<file path="src/rtl/cond_unit_if.sv">
// Decode/execute handshake bundle for the condition unit.
// master = pipeline control driving decode fields, slave = cond_unit.
interface cond_unit_if;
    logic [3:0] CondD;
    logic [1:0] FlagWD;
    logic       PCSD;
    logic       RegWD;
    logic       MemWD;
    logic       BranchD;
    logic       NoWriteD;
    logic [3:0] ALUFlags;
    logic       StallE;
    logic       FlushE;

    logic       PCSrcE;
    logic       RegWriteE;
    logic       MemWriteE;
    logic       BranchTakenE;
    logic       CondExE;
    logic [3:0] Flags;
    logic       ValidE;

    modport master (
        output CondD, FlagWD, PCSD, RegWD, MemWD, BranchD, NoWriteD,
        output ALUFlags, StallE, FlushE,
        input  PCSrcE, RegWriteE, MemWriteE, BranchTakenE, CondExE, Flags, ValidE
    );

    modport slave (
        input  CondD, FlagWD, PCSD, RegWD, MemWD, BranchD, NoWriteD,
        input  ALUFlags, StallE, FlushE,
        output PCSrcE, RegWriteE, MemWriteE, BranchTakenE, CondExE, Flags, ValidE
    );
endinterface

</file>
<file path="src/rtl/cond_unit.sv">
// Purpose: D->E control register plus condition check and NZCV flag register.
// Latency: controls captured at edge N qualify combinationally in cycle N+1.
// Backpressure: StallE holds the E entry and blocks flag writes; FlushE (wins) inserts a bubble.
module cond_unit (
    input  logic        clk,
    input  logic        reset,
    cond_unit_if.slave  bus
);

    typedef struct packed {
        logic [3:0] cond;
        logic [1:0] flag_we;
        logic       pcs;
        logic       reg_we;
        logic       mem_we;
        logic       branch;
        logic       no_write;
    } ctrl_t;

    ctrl_t      ctrl_d;
    ctrl_t      ctrl_e;
    logic       valid_e;
    logic [3:0] flags_q;
    logic       cond_pass;
    logic       cond_ex;
    logic       wr_nz;
    logic       wr_cv;

    function automatic logic eval_cond(input logic [3:0] cond, input logic [3:0] nzcv);
        logic n, z, c, v;
        logic res;
        {n, z, c, v} = nzcv;
        res = 1'b0;
        case (cond)
            4'b0000: res = z;
            4'b0001: res = ~z;
            4'b0010: res = c;
            4'b0011: res = ~c;
            4'b0100: res = n;
            4'b0101: res = ~n;
            4'b0110: res = v;
            4'b0111: res = ~v;
            4'b1000: res = c & ~z;
            4'b1001: res = ~c | z;
            4'b1010: res = (n == v);
            4'b1011: res = (n != v);
            4'b1100: res = ~z & (n == v);
            4'b1101: res = z | (n != v);
            4'b1110: res = 1'b1;
            default: res = 1'b0;
        endcase
        return res;
    endfunction

    always_comb begin
        ctrl_d          = '0;
        ctrl_d.cond     = bus.CondD;
        ctrl_d.flag_we  = bus.FlagWD;
        ctrl_d.pcs      = bus.PCSD;
        ctrl_d.reg_we   = bus.RegWD;
        ctrl_d.mem_we   = bus.MemWD;
        ctrl_d.branch   = bus.BranchD;
        ctrl_d.no_write = bus.NoWriteD;
    end

    always_ff @(posedge clk or negedge reset) begin
        if (!reset) begin
            ctrl_e  <= '0;
            valid_e <= 1'b0;
        end else if (bus.FlushE) begin
            ctrl_e  <= '0;
            valid_e <= 1'b0;
        end else if (!bus.StallE) begin
            ctrl_e  <= ctrl_d;
            valid_e <= 1'b1;
        end
    end

    assign cond_pass = eval_cond(ctrl_e.cond, flags_q);
    assign cond_ex   = valid_e & cond_pass;

    // Stall gating keeps a held instruction from writing flags more than once.
    assign wr_nz = cond_ex & ctrl_e.flag_we[1] & ~bus.StallE;
    assign wr_cv = cond_ex & ctrl_e.flag_we[0] & ~bus.StallE;

    always_ff @(posedge clk or negedge reset) begin
        if (!reset) begin
            flags_q <= 4'b0000;
        end else begin
            if (wr_nz) flags_q[3:2] <= bus.ALUFlags[3:2];
            if (wr_cv) flags_q[1:0] <= bus.ALUFlags[1:0];
        end
    end

    assign bus.CondExE      = cond_ex;
    assign bus.RegWriteE    = cond_ex & ctrl_e.reg_we & ~ctrl_e.no_write;
    assign bus.MemWriteE    = cond_ex & ctrl_e.mem_we;
    assign bus.PCSrcE       = cond_ex & ctrl_e.pcs;
    assign bus.BranchTakenE = cond_ex & ctrl_e.branch;
    assign bus.Flags        = flags_q;
    assign bus.ValidE       = valid_e;

endmodule
</file>
<file path="src/flat_wrapper.sv">
// flat-port wrapper written by rule: the top's interface ports become plain ports
module cond_unit_flat 
  (clk, reset, bus_CondD, bus_FlagWD, bus_PCSD, bus_RegWD, bus_MemWD, bus_BranchD, bus_NoWriteD, bus_ALUFlags, bus_StallE, bus_FlushE, bus_PCSrcE, bus_RegWriteE, bus_MemWriteE, bus_BranchTakenE, bus_CondExE, bus_Flags, bus_ValidE);
  cond_unit_if bus_i ();
  input  logic clk;
  input  logic reset;
  input wire logic [$bits(bus_i.CondD)-1:0] bus_CondD;
  input wire logic [$bits(bus_i.FlagWD)-1:0] bus_FlagWD;
  input wire logic [$bits(bus_i.PCSD)-1:0] bus_PCSD;
  input wire logic [$bits(bus_i.RegWD)-1:0] bus_RegWD;
  input wire logic [$bits(bus_i.MemWD)-1:0] bus_MemWD;
  input wire logic [$bits(bus_i.BranchD)-1:0] bus_BranchD;
  input wire logic [$bits(bus_i.NoWriteD)-1:0] bus_NoWriteD;
  input wire logic [$bits(bus_i.ALUFlags)-1:0] bus_ALUFlags;
  input wire logic [$bits(bus_i.StallE)-1:0] bus_StallE;
  input wire logic [$bits(bus_i.FlushE)-1:0] bus_FlushE;
  output wire logic [$bits(bus_i.PCSrcE)-1:0] bus_PCSrcE;
  output wire logic [$bits(bus_i.RegWriteE)-1:0] bus_RegWriteE;
  output wire logic [$bits(bus_i.MemWriteE)-1:0] bus_MemWriteE;
  output wire logic [$bits(bus_i.BranchTakenE)-1:0] bus_BranchTakenE;
  output wire logic [$bits(bus_i.CondExE)-1:0] bus_CondExE;
  output wire logic [$bits(bus_i.Flags)-1:0] bus_Flags;
  output wire logic [$bits(bus_i.ValidE)-1:0] bus_ValidE;
  assign bus_i.CondD = bus_CondD;
  assign bus_i.FlagWD = bus_FlagWD;
  assign bus_i.PCSD = bus_PCSD;
  assign bus_i.RegWD = bus_RegWD;
  assign bus_i.MemWD = bus_MemWD;
  assign bus_i.BranchD = bus_BranchD;
  assign bus_i.NoWriteD = bus_NoWriteD;
  assign bus_i.ALUFlags = bus_ALUFlags;
  assign bus_i.StallE = bus_StallE;
  assign bus_i.FlushE = bus_FlushE;
  assign bus_PCSrcE = bus_i.PCSrcE;
  assign bus_RegWriteE = bus_i.RegWriteE;
  assign bus_MemWriteE = bus_i.MemWriteE;
  assign bus_BranchTakenE = bus_i.BranchTakenE;
  assign bus_CondExE = bus_i.CondExE;
  assign bus_Flags = bus_i.Flags;
  assign bus_ValidE = bus_i.ValidE;
  cond_unit u_core (.clk(clk), .reset(reset), .bus(bus_i));
endmodule
</file>
<file path="config.mk">
export PLATFORM = sky130hd
export DESIGN_NAME = cond_unit_flat
export DESIGN_NICKNAME = d
export VERILOG_FILES = /design/src/rtl/cond_unit_if.sv /design/src/rtl/cond_unit.sv /design/src/flat_wrapper.sv
export SDC_FILE = /design/constraint.sdc
export NUM_CORES = 1
export LEC_CHECK = 0
export BUFFER_PORTS_ARGS = -buffer_cell sky130_fd_sc_hd__buf_2
export CORE_UTILIZATION = 50
export CTS_BUF_LIST = sky130_fd_sc_hd__clkbuf_8
export DETAILED_ROUTE_END_ITERATION = 10
export GPL_TIMING_DRIVEN = 0
export HOLD_SLACK_MARGIN = 0.02
export PLACE_DENSITY = 0.79
export REMOVE_ABC_BUFFERS = 1
export SYNTH_ARGS = -nofsm -noshare
export SYNTH_HDL_FRONTEND = slang
export SYNTH_SLANG_ARGS = --single-unit
</file>
<file path="constraint.sdc">
create_clock -name clk -period 5 [get_ports clk]
set_input_delay 0.25 -clock clk [delete_from_list [all_inputs] [get_ports clk]]
set_output_delay 0.25 -clock clk [all_outputs]
set_load 0.02 [all_outputs]
</file>
# Word-level counts from Yosys, hierarchy flattened
# Index checks and enable logic that the tools add are counted.
totals:
  regBits: 16
  out_inout_bits: 10
  elab_cells: 53
op_classes:
  n_eq_ne: 17
  n_mux: 5
  n_bitwise: 20
  reduce_logical: 1
op_table:
  columns: ["operator", "n"]
  rows:
  - ["$eq A4 B4 Y1 const B", 7]
  - ["$mux W11", 2]
  - ["$eq A4 B3 Y1 const B", 4]
  - ["$pmux W1 S15", 1]
  - ["$and A1 B1 Y1", 12]
  - ["$eq A4 B2 Y1 const B", 2]
  - ["$not A1 Y1", 6]
  - ["$eq A4 B1 Y1 const B", 1]
  - ["$logic_not A4 Y1", 1]
  - ["$mux W1", 2]
  - ["$ne A2 B1 Y1 const B", 1]
  - ["$or A1 B1 Y1", 2]
  - ["$eq A1 B1 Y1", 1]
  - ["$ne A1 B1 Y1", 1]

# Longest topological paths before layout
logic_depth:
  word_depth: 6
  ltp_mapped: 7

# Worst setup path before layout
# OpenSTA, ideal clock, no wires.
synth_timing:
  path_kind: "register to output"
  from: "reg u_core.flags_q[0] (netlist: u_core.bus.Flags[0])"
  to: "out bus_RegWriteE"
  t_arrival_ns: 2.115
  required_time_ns: 4.750
  setup_slack_ns: 2.635
  path_stages_with_launch: 6
  path_buffers: 0
  path_cell_list: "dfrtp_1 > xnor2_1 > a2111oi_1 > o31a_1 > a2111oi_4 > nor4b_1"
synth_between:
  elab_chain_len: 6
synth_lines:
  columns: ["element", "line_no", "text"]
  rows:
  - ["start: declaration", "cond_unit.sv:23", "logic [3:0] flags_q;"]
  - ["start signal: assignment", "cond_unit.sv:91", "if (wr_cv) flags_q[1:0] <= bus.ALUFlags[1:0];"]
  - ["$ne A1 B1 Y1 / $eq A1 B1 Y1 (equally long branches)", null, null]
  - ["$or A1 B1 Y1 / $and A1 B1 Y1 (equally long branches)", "cond_unit.sv:48, cond_unit.sv:47", null]
  - ["$pmux W1 S15 *", "cond_unit.sv:34", "case (cond)"]
  - ["$and A1 B1 Y1 *", "cond_unit.sv:80", "assign cond_ex = valid_e & cond_pass;"]
  - ["$and A1 B1 Y1 * (2 in a row)", "cond_unit.sv:96", "assign bus.RegWriteE = cond_ex & ctrl_e.reg_we & ~ctrl_e.no_write;"]
  - ["end: declaration", "flat_wrapper.sv:18", "output wire logic [$bits(bus_i.RegWriteE)-1:0] bus_RegWriteE;"]
# Every way passes the cells marked *; elsewhere a longest branch is shown, timed or not.

# Worst setup path in the final report
layout_timing:
  from: "reg u_core.flags_q[0] (netlist: u_core.bus.Flags[0])"
  to: "out bus_PCSrcE"
layout_between:
  elab_chain_len: 5
layout_lines:
  columns: ["element", "line_no", "text"]
  rows:
  - ["$ne A1 B1 Y1 / $eq A1 B1 Y1 (equally long branches)", null, null]
  - ["$or A1 B1 Y1 / $and A1 B1 Y1 (equally long branches)", "cond_unit.sv:48, cond_unit.sv:47", null]
  - ["$pmux W1 S15 *", "cond_unit.sv:34", null]
  - ["$and A1 B1 Y1 *", "cond_unit.sv:80", null]
  - ["$and A1 B1 Y1 *", "cond_unit.sv:98", "assign bus.PCSrcE = cond_ex & ctrl_e.pcs;"]
  - ["end: declaration", "flat_wrapper.sv:17", "output wire logic [$bits(bus_i.PCSrcE)-1:0] bus_PCSrcE;"]
# Marks and branches as above.

==> results summary <==
The synthesized design contains 0 enable-type register cells. The area overhead of the layout relative to synthesis came out at 20.8%. The leakage power came out at 0.534 nW. The sequential share of the synthesized area is 44.4%. The maximum number of pins on one net before global-route repair is 17. The tightest min-delay check is of the input port to flip-flop type.

The number of slew-limit violations in the final report came out at 0. The final weighted congestion in routability-driven placement is 0.796. The length of the first detailed-routing pass in iterations came out at 4. The number of nets still failing antenna checks after routing is 0. The mean area per synthesized cell is 10.6 sq um. Summing all non-filler instances in the final layout gives an area of 0.00109 sq mm.

The logic depth of the worst register-to-register path is 6. The endpoint identified for the worst register-to-register timing path is u_core.bus.Flags[3]. For this run, design rule violations remaining after detail routing come to 0. The tree is rooted in a clkbuf_8. In this run the horizontal extent of the chip is 44.5 microns. The highest metal layer with signal wires is met4. The power density relative to cell area is 311 mW/mm^2. The number of buffer and inverter instances along the worst setup path came out at 1. The detailed placement HPWL is 1.28 mm.

The die area came out at 0.00198 sq mm. The clock network latency to the later pin of the worst-skew pair is 0.24 ns. The met3 wire length is 67 microns. The I/O pin count is 29. The number of antenna violations at the first check in global routing came out at 0. The flow ran to the end, and the final reports show no timing, DRC or antenna violations. Counting every instance in the synthesized netlist gives 85. The maximum root-to-sink buffer count is 2.

The deepest level of the CTS H-tree is 1. Grouping stages by cell kind, the critical path spends the most delay in compound AO/OA/AOI/OAI gates. During synthesis, Yosys emitted a total of 0 warnings.

The number of clock sinks seen by CTS came out at 16. The register-to-register setup slack is 2.71 ns. The number of fill cells came out at 124.

The number of violations of the max-capacitance limit is 0. The wire length on met1 came out at 815 microns. The largest clock skew in the final design came out at 0.00221 ns. The number of buffers created by CTS is 3.

The maximum operating frequency is 0.376 GHz. The share of post-route cells with drive strength above 1 came out at 31.8%. The signal on the critical path passes through xnor2_1, a2111oi_1, o31a_1, a2111oi_4, nor2_1, and2_1, buf_2. The post-synthesis share of cell area spent on and, or, nand and nor gates is 20.2%. The overall track demand over capacity in global routing is 20.5%. In the synthesized netlist, mux cells make up 17.2% of the area. The number of global-route vias before repair was 667. The initial standard-cell utilization of the core came out at 56.6%. The launch point of the critical path is u_core.bus.Flags[0]. By area the synthesized netlist is led by dfrtp_1 44%, mux2i_1 12%, nor2_1 5.4%. The routed design could run at a clock period as short as 2.66 ns. Gates resized during post-CTS repair numbered 0. By area, the combinational part of the netlist is dominated by simple AND/OR/NAND/NOR gates. The beginning of the worst register-to-register path is u_core.ctrl_e[9]. The global-route wire length before repair came out at 2.97 mm.

Among all cell types in the netlist, the one instantiated most often is dfrtp_1. After synthesis the cells add up to 902 sq um. Following the worst setup path forward leads to its endpoint at bus_PCSrcE. Yosys mapped the design onto 31 distinct sky130hd cell types. The wire length after detailed routing came out at 1.76 mm. Setup violations remaining at the end of the flow were counted as 0. The met2 layer wire length in the routed design came out at 869 microns. The placeable core region is 0.00159 sq mm. The max-slew headroom at the worst pin is 70.7%. The synthesized-area fraction occupied by adder cells is 0%. The total number of vias came out at 719.

The detail-routed via count per cell is 5.37. The element type at the critical path end is an output port. The repair_antennas step left the layout with diodes totalling 0. The final net count came out at 131. The cell area after placement came out at 0.00104 sq mm. The worst voltage drop across the vdd grid came out at 257 uV. The number of failing hold endpoints at the final stage came out at 0. The share of the clock period used by the worst path after layout is 53.2%.

The transition at the pin with the smallest max-transition slack is 0.436 ns. The power after layout came out at 338 uW. The per-cell routed wire length came out at 13.1 microns. The required time of the critical path came out at 4.75 ns. The detailed router finished its first iteration with 17 violations. The fraction of the mapped netlist area in compound gates is 11.7%. The commonest cells after synthesis are 16 x dfrtp_1, 13 x nor2_1, 11 x mux2i_1, 4 x mux2_1. Setup repair after global routing left no endpoint under its margin. Port buffering added 28 buffers. Summing all flip-flop and latch instances after layout gives 400 sq um. For the worst setup path, the data arrival time is 2.41 ns. On the critical path, the stage with the largest delay is an instance of a2111oi_4.

Row generation in the floorplan step produced 14 rows. The type of the worst setup path is flip-flop to output port. After clock tree synthesis, the clock-pin slew on the worst setup and hold paths is 0.06 ns. The worst stage delay on the critical path came out at 0.46 ns.

In the synthesized netlist the async set-or-reset flop fraction comes to 100%. The residual overflow from global routing is 0. The worst setup path is launched from a flip-flop.

TritonCTS built the clock tree. The total of flip-flops plus latches after synthesis came out at 16. In the synthesized netlist the dominant register cell turns out to be dfrtp_1. After Yosys synthesis, XOR and XNOR cells account for 1.94% of the synthesized area. The area of the multi-input gates is 460 sq um.

The top cell type by total area after synthesis is dfrtp_1. Counting buffers and inverters, the worst setup path is 7 cells deep. In this run the worst path has a maximum fanout of 5. The chip height came out at 44.5 microns. The fraction of post-synthesis cell area in the top cell type by area is 44.4%. The post-route setup TNS is 0 ns.
## where the power goes
part           switching, mW  internal, mW
clock                 0.0386        0.0532
combinational         0.0468        0.0401
sequential            0.0173         0.142
total                  0.103         0.236
## repair_timing
item                                   CTS  global route
setup buffers                            0             0
hold buffers                             1             0
setup endpoints to repair                0             0
endpoints found under the hold margin   16             0
## layer usage
metal  vias to the layer above  track usage, %
met5                         -               0
met4                         0            5.45
met3                         2            4.08
met2                        21            33.2
met1                       345            28.0
li1                        351               -
## placed cells by master, fill, tap and decap left out, types with 2 or more instances in the layout
cell type	count
buf_2	28
dfrtp_1	16
nor2_1	13
mux2i_1	11
mux2_1	4
nand2_1	3
and2_1	3
clkbuf_8	3
inv_1	2
xnor2_1	2
nand3_1	2
a21oi_1	2
nor2b_1	2
nor4b_1	2
nor3b_1	2
nor4b_2	2
## stage by stage
stage | instances | util, % | worst slack (ns) | hold WS (ns)
finish | 134 | 68.4 | 2.34 | 0.221
global route | 134 | 68.4 | 2.18 | 0.225
floorplan | 78 | - | 2.63 | -0.0456
CTS | 134 | 68.4 | 2.31 | 0.221
global placement | 130 | 65.1 | 2.67 | 0.177
detailed placement | 130 | 65.1 | 2.60 | 0.183
## cell families after synthesis
| logic type | after synthesis |
|---|---|
| mux | 15 |
| compound gates | 11 |
| buf+inv | 9 |
| simple gates | 32 |
| flops | 16 |
| xor+xnor | 2 |
## layout make-up
class	count	area share, %
clock buffers	3	3.79
inverters	2	0.689
multi-input cells	60	42.3
flip-flops and latches	16	36.7
well taps	24	2.76
repair buffers	29	13.8
## worst reg2reg max path, stage by stage, from the launching register on
cell	delay [ns]
dfrtp_1	0.61
nor2b_1	0.13
a2111oi_1	0.39
o31a_1	0.23
a2111oi_4	0.08
nor4b_2	0.37
mux2_1	0.37
## how the worst min path moves through the flow
| stage | to | start | cells past startpoint | slack (ns) |
|---|---|---|---|---|
| 6_report | u_core.bus.Flags[0] | bus_ALUFlags[0] | 2 | 0.22 |
| 4_1_cts | u_core.bus.Flags[0] | bus_ALUFlags[0] | 2 | 0.22 |
| 2_1_floorplan | u_core.bus.Flags[0] | reset | 0 | -0.05 |
| 3_3_place_gp | u_core.ctrl_e[9] | reset | 1 | 0.18 |
| 5_1_grt | u_core.bus.Flags[2] | bus_ALUFlags[2] | 2 | 0.23 |
| 3_5_place_dp | u_core.ctrl_e[1] | reset | 1 | 0.18 |
## sequential cells by signal (all words and copies together) (netlist names)
signal and flops:
u_core.ctrl_e 11, u_core.bus.Flags 4, u_core.bus.ValidE 1
No activity file was read; power rests on OpenSTA's default activity.
